==> src/rtl/snn_win_pkg.sv <==
// Shared constants and types for the 5x5 receptive-field window generator.
package snn_win_pkg;

  localparam int WIN_SZ    = 5;
  localparam int WIN_TAPS  = WIN_SZ * WIN_SZ;
  localparam int PIX_W_DEF = 8;

  typedef enum logic {IDLE, ACTIVE} state_t;

endpackage

==> src/rtl/line_buffer_row.sv <==
// One-row delay line: dout is the sample written IMG_W enabled cycles earlier.
module line_buffer_row #(
  parameter int unsigned IMG_W = 28,
  parameter int unsigned PIX_W = 8
) (
  input  logic             clk,
  input  logic             rst,
  input  logic             en,
  input  logic [PIX_W-1:0] din,
  output logic [PIX_W-1:0] dout
);

  localparam int unsigned AW = $clog2(IMG_W);

  logic [PIX_W-1:0] mem [IMG_W];
  logic [AW-1:0]    ptr;

  // Read-before-write: the slot about to be overwritten holds the oldest sample.
  assign dout = mem[ptr];

  // Circular pointer advances only on enabled samples.
  always_ff @(posedge clk) begin
    if (rst) begin
      ptr <= '0;
    end else if (en) begin
      ptr <= (ptr == AW'(IMG_W - 1)) ? '0 : ptr + 1'b1;
    end
  end

  // Storage has no reset; stale contents are masked by the window position logic.
  always_ff @(posedge clk) begin
    if (en) begin
      mem[ptr] <= din;
    end
  end

endmodule

==> src/rtl/window_gen5x5.sv <==
// Raster pixel stream to 5x5 sliding window taps, fully-inside windows only.
module window_gen5x5
  import snn_win_pkg::*;
#(
  parameter int unsigned IMG_W = 28,
  parameter int unsigned IMG_H = 28,
  parameter int unsigned PIX_W = PIX_W_DEF
) (
  input  logic                     clk,
  input  logic                     rst,
  input  logic [PIX_W-1:0]         pix_in,
  input  logic                     pix_valid,
  input  logic                     sof,
  output logic [PIX_W-1:0]         val1,  val2,  val3,  val4,  val5,
  output logic [PIX_W-1:0]         val6,  val7,  val8,  val9,  val10,
  output logic [PIX_W-1:0]         val11, val12, val13, val14, val15,
  output logic [PIX_W-1:0]         val16, val17, val18, val19, val20,
  output logic [PIX_W-1:0]         val21, val22, val23, val24, val25,
  output logic                     win_valid,
  output logic [$clog2(IMG_H)-1:0] win_row,
  output logic [$clog2(IMG_W)-1:0] win_col,
  output logic                     frame_done,
  output logic                     frame_err
);

  localparam int unsigned RW = $clog2(IMG_H);
  localparam int unsigned CW = $clog2(IMG_W);

  state_t           state_q;
  logic [RW-1:0]    row_q, cur_r;
  logic [CW-1:0]    col_q, cur_c;
  logic             accept, last_col, last_row, in_win;
  logic [PIX_W-1:0] lb_in  [WIN_SZ-1];
  logic [PIX_W-1:0] lb_out [WIN_SZ-1];
  logic [PIX_W-1:0] col_in [WIN_SZ];
  logic [PIX_W-1:0] win_q  [WIN_SZ][WIN_SZ];

  // sof forces the accepted pixel to (0,0) regardless of state.
  assign accept   = pix_valid && (sof || (state_q == ACTIVE));
  assign cur_r    = sof ? '0 : row_q;
  assign cur_c    = sof ? '0 : col_q;
  assign last_col = (cur_c == CW'(IMG_W - 1));
  assign last_row = (cur_r == RW'(IMG_H - 1));
  assign in_win   = (cur_r >= RW'(WIN_SZ - 1)) && (cur_c >= CW'(WIN_SZ - 1));

  // Line buffer chain: stage i outputs the pixel i+1 rows above the current one.
  assign lb_in[0] = pix_in;
  for (genvar i = 0; i < WIN_SZ - 1; i++) begin : g_lb
    if (i > 0) begin : g_chain
      assign lb_in[i] = lb_out[i-1];
    end
    line_buffer_row #(
      .IMG_W(IMG_W),
      .PIX_W(PIX_W)
    ) u_lb (
      .clk (clk),
      .rst (rst),
      .en  (accept),
      .din (lb_in[i]),
      .dout(lb_out[i])
    );
    // Oldest row (k=0) comes from the deepest buffer.
    assign col_in[WIN_SZ-2-i] = lb_out[i];
  end
  assign col_in[WIN_SZ-1] = pix_in;

  // FSM, raster counters and registered status outputs.
  always_ff @(posedge clk) begin
    if (rst) begin
      state_q    <= IDLE;
      row_q      <= '0;
      col_q      <= '0;
      win_valid  <= 1'b0;
      win_row    <= '0;
      win_col    <= '0;
      frame_done <= 1'b0;
      frame_err  <= 1'b0;
    end else begin
      win_valid  <= 1'b0;
      frame_done <= 1'b0;
      frame_err  <= 1'b0;
      if (accept) begin
        frame_err  <= sof && (state_q == ACTIVE) && ((row_q != '0) || (col_q != '0));
        frame_done <= last_col && last_row;
        if (last_col) begin
          col_q <= '0;
          if (last_row) begin
            row_q   <= '0;
            state_q <= IDLE;
          end else begin
            row_q   <= cur_r + 1'b1;
            state_q <= ACTIVE;
          end
        end else begin
          col_q   <= cur_c + 1'b1;
          row_q   <= cur_r;
          state_q <= ACTIVE;
        end
        if (in_win) begin
          win_valid <= 1'b1;
          win_row   <= cur_r - RW'(2);
          win_col   <= cur_c - CW'(2);
        end
      end
    end
  end

  // 5x5 window shifts left by one column per accepted pixel.
  always_ff @(posedge clk) begin
    if (rst) begin
      for (int k = 0; k < WIN_SZ; k++) begin
        for (int j = 0; j < WIN_SZ; j++) begin
          win_q[k][j] <= '0;
        end
      end
    end else if (accept) begin
      for (int k = 0; k < WIN_SZ; k++) begin
        for (int j = 0; j < WIN_SZ - 1; j++) begin
          win_q[k][j] <= win_q[k][j+1];
        end
        win_q[k][WIN_SZ-1] <= col_in[k];
      end
    end
  end

  assign val1  = win_q[0][0];
  assign val2  = win_q[0][1];
  assign val3  = win_q[0][2];
  assign val4  = win_q[0][3];
  assign val5  = win_q[0][4];
  assign val6  = win_q[1][0];
  assign val7  = win_q[1][1];
  assign val8  = win_q[1][2];
  assign val9  = win_q[1][3];
  assign val10 = win_q[1][4];
  assign val11 = win_q[2][0];
  assign val12 = win_q[2][1];
  assign val13 = win_q[2][2];
  assign val14 = win_q[2][3];
  assign val15 = win_q[2][4];
  assign val16 = win_q[3][0];
  assign val17 = win_q[3][1];
  assign val18 = win_q[3][2];
  assign val19 = win_q[3][3];
  assign val20 = win_q[3][4];
  assign val21 = win_q[4][0];
  assign val22 = win_q[4][1];
  assign val23 = win_q[4][2];
  assign val24 = win_q[4][3];
  assign val25 = win_q[4][4];

endmodule
==> config.mk <==
export PLATFORM = sky130hd
export DESIGN_NAME = window_gen5x5
export DESIGN_NICKNAME = d
export VERILOG_FILES = /design/src/rtl/snn_win_pkg.sv /design/src/rtl/line_buffer_row.sv /design/src/rtl/window_gen5x5.sv
export SDC_FILE = /design/constraint.sdc
export NUM_CORES = 1
export LEC_CHECK = 0
export CORE_ASPECT_RATIO = 0.8
export CORE_MARGIN = 1.5
export CORE_UTILIZATION = 40
export CTS_BUF_LIST = sky130_fd_sc_hd__clkbuf_4 sky130_fd_sc_hd__clkbuf_8 sky130_fd_sc_hd__clkbuf_16
export CTS_CLUSTER_DIAMETER = 40
export CTS_CLUSTER_SIZE = 14
export DETAILED_ROUTE_END_ITERATION = 10
export PLACE_DENSITY = 0.66
export SLEW_MARGIN = 20
export SYNTH_ARGS = -nofsm -noshare
export SYNTH_HDL_FRONTEND = slang
export SYNTH_SLANG_ARGS = --single-unit
==> constraint.sdc <==
create_clock -name clk -period 14.3 [get_ports clk]
set_input_delay 2.86 -clock clk [delete_from_list [all_inputs] [get_ports clk]]
set_output_delay 2.86 -clock clk [all_outputs]
set_load 0.02 [all_outputs]
==> metrics <==
Setup TNS Final=0 ns; worst endpoint data arrival time=6.79 ns; Post-synth top flop=edfxtp_1; Sw Ratio=22.5%; share of layout cells above drive strength 1=16.6%; min-delay src=col_q[1]; CP max stage delay=0.72 ns; MaxCap Viol Count=0; crit end category=flip-flop; Internal=5.85 mW; logic gate share of total power=6.5%; RSZ-0062 raised after global routing=no; Routed Antenna Nets=0; pre-CTS setup slack=roughly 7.1 ns; Worst-Margin Slew=1.11 ns; async set-reset flop share out of synthesis=0%; slowest CP cell=buf_4; Max Slew Vio Count=0; CTS tree=done; first-pass GRT wire length=159 mm; post-route minimum period=6.46 ns; Port Buf Inserts=224; vias in the first global route=between 20000 and 25000; Yosys reg bits=1160; PD cells=142 nW/µm²; CTS Buffer Depth=3; Die Wd=379 µm; Final Hold Fails=0; Finished Cell Area=53100 µm²; worst reg2reg startpoint=state_q; Pre-antenna DRT Iters=6; worst-skew pair later-pin latency=0.72 ns; Worst R2R End=g_lb[3].u_lb.mem[13][1]; synthesized instance count=2470; area share of the largest cell type after synthesis=around 73%; Core ar.=112000 µm²; Worst Skew=0.0393 ns; setup violators final=0; initial cell density of the core=approximately two fifths; antenna violations before repair=5; CP Data Required Time=14.63 ns; run status=completed; Root Buffer=clkbuf_16; synth warn=0; CTS buffer count=118; largest net degree at the start of global routing=140; fin crit share=between 40% and 50%; count leader, synth=edfxtp_1; IO Pins=225; Clock Pin Slew Worst Setup and Hold Paths=roughly 0.06 ns; share of total power in sequential cells=about 51%; clock sink total=1160; Final WS setup=7.84 ns; final WL=approximately 110 mm; Total GRT Usage=18.5%; CP dominant cell by count=buf_4; via count=about 24000; Antenna Cells=0; total grt overflow=0; cells on worst reg2reg path=5; Core Util, Final=47.3%; GPL Wtd Cong=0.858; Max-slew headroom=25.7%; crit-path cells=clkdlybuf4s50_1 -> buf_4 -> o21a_4 -> buf_4 -> buf_4 -> nand2_1 -> nor2_1; Via density=5.58; # hold bufs at CTS=0; Synth area leader=edfxtp_1; worst vdd ir=0.102 mV; top cells by count, synth=edfxtp_1 (1096), and3_1 (172), nor2_1 (160); Worst setup SP type=input port; Setup CP Type=input port to flip-flop; Post-CTS Setup Bufs=0; DR WL/cell=25.0 µm; Die H=304 µm; Worst R2R Setup Slack=10.28 ns; number of remaining DRC errors=0; critical path peak fanout=84; main area contributors after synthesis=edfxtp_1 (73%), mux4_2 (7.5%), mux2i_1 (3.2%); post-synthesis sequential area ratio=roughly three quarters; Mean Syn Cell Area=18.4 µm²; area of the mapped netlist=45400 µm²; htree depth=3; row count=between 100 and 150; Yosys cell types=59; Die Area=115000 µm²; crit path capture=g_lb[3].u_lb.mem[13][1]; placed cell areas=49100 µm²; Fmax=155 MHz; starting DRC count in detailed routing=a little over 3000; Post-Syn Nets=~2500; NetSw=~1.7 mW; Post-layout nets=2737; Detail Placement HPWL=roughly 70 mm; CP startpoint=sof; area delta synth->final=17.2%; Clock power frac=42.1%; Hold Path Class=flip-flop to flip-flop; Leak=17.4 nW; EDFF count, synth=1096; post-CTS resize count=0
## worst max-delay path: cells and delay by family
kind	cells	cell delay, ns
simple gates	2	1.19
buf+inv	4	2.16
compound gates	1	0.55
## worst min-delay path by stage
stage	to	cells past startpoint	slack, ns
after global placement	col_q[1]	2	0.48
final	col_q[1]	2	0.49
after global routing	col_q[1]	2	0.53
after floorplan	col_q[1]	2	0.45
after CTS	col_q[1]	2	0.50
after detailed placement	col_q[1]	2	0.49
## cell families (layout without fill, tap and decap cells)
group	after synthesis	in the layout	share of synthesized area, %
flops	1160	1160	75.4
buf+inv	161	485	1.85
simple gates	603	603	7.02
compound gates	183	183	2.78
mux	338	338	12.3
xor+xnor	3	3	0.0579
fa+ha+maj	22	22	0.607
## area by class of cell
type / instances / area [µm²]
clock inverters: 81 / 937
well taps: 1512 / 1890
clock buffers: 130 / 3080
repair buffers: 259 / 2500
inverters: 15 / 66.3
fillers: 9262 / 59300
flip-flops and latches: 1160 / 34200
multi-input cells: 1149 / 10500
## per-stage QoR
| stage | hold slack, ns | total power, mW | cells |
|---|---|---|---|
| final | 0.494 | 7.54 | 4306 |
| after global routing | 0.532 | 7.75 | 4306 |
| after CTS | 0.496 | 7.58 | 4304 |
| after detailed placement | 0.488 | 4.44 | 4093 |
| after global placement | 0.478 | 4.43 | 4093 |
| after floorplan | 0.455 | 4.20 | 2470 |
## power by group through the flow
stage               Combinational, mW  Clock [mW]  Sequential, mW
global route                    0.521        3.35            3.88
floorplan                       0.214           0            3.98
detailed placement              0.492           0            3.95
global placement                0.482           0            3.95
CTS                             0.492        3.21            3.88
finish                          0.492        3.17            3.88
## per-layer routing
metal | vias up | global-route usage, % | routed length [µm]
met5 | - | 0 | 17
met2 | 1114 | 27.5 | 48300
met1 | 12400 | 27.9 | 46700
met4 | 2 | 4.03 | 1920
met3 | 148 | 4.17 | 10500
li1 | 10400 | - | -
## registers in the layout, summed over array words and instances (netlist names), 5 cells and up, named ones only
signal,count
col_q,5
win_q,200
win_row,5
win_col,5
row_q,5
g_lb.u_lb.ptr,20
g_lb.u_lb.mem,896
## layout by cell type, fill, tap and decap left out, types with 13 or more instances in the layout
master | netlist | final
a211oi_1 | 14 | 13
a21oi_1 | 33 | 33
a22oi_1 | 43 | 43
a31oi_1 | 18 | 18
and3_1 | 172 | 172
buf_4 | 20 | 33
bufinv_16 | 0 | 16
clkbuf_16 | 0 | 119
clkdlybuf4s50_1 | 0 | 216
clkinv_1 | 1 | 14
clkinv_2 | 0 | 15
dfxtp_1 | 64 | 55
edfxtp_1 | 1096 | 1096
ha_1 | 22 | 22
inv_1 | 14 | 13
mux2_2 | 24 | 24
mux2i_1 | 146 | 146
mux4_1 | 17 | 17
mux4_2 | 151 | 151
nand2_1 | 70 | 70
nand2b_1 | 21 | 21
nand3_1 | 64 | 52
nand3b_1 | 13 | 13
nor2_1 | 160 | 160
nor2b_1 | 27 | 27
o211ai_1 | 22 | 22
o22ai_1 | 13 | 13
No activity file was read; power rests on OpenSTA's default activity.
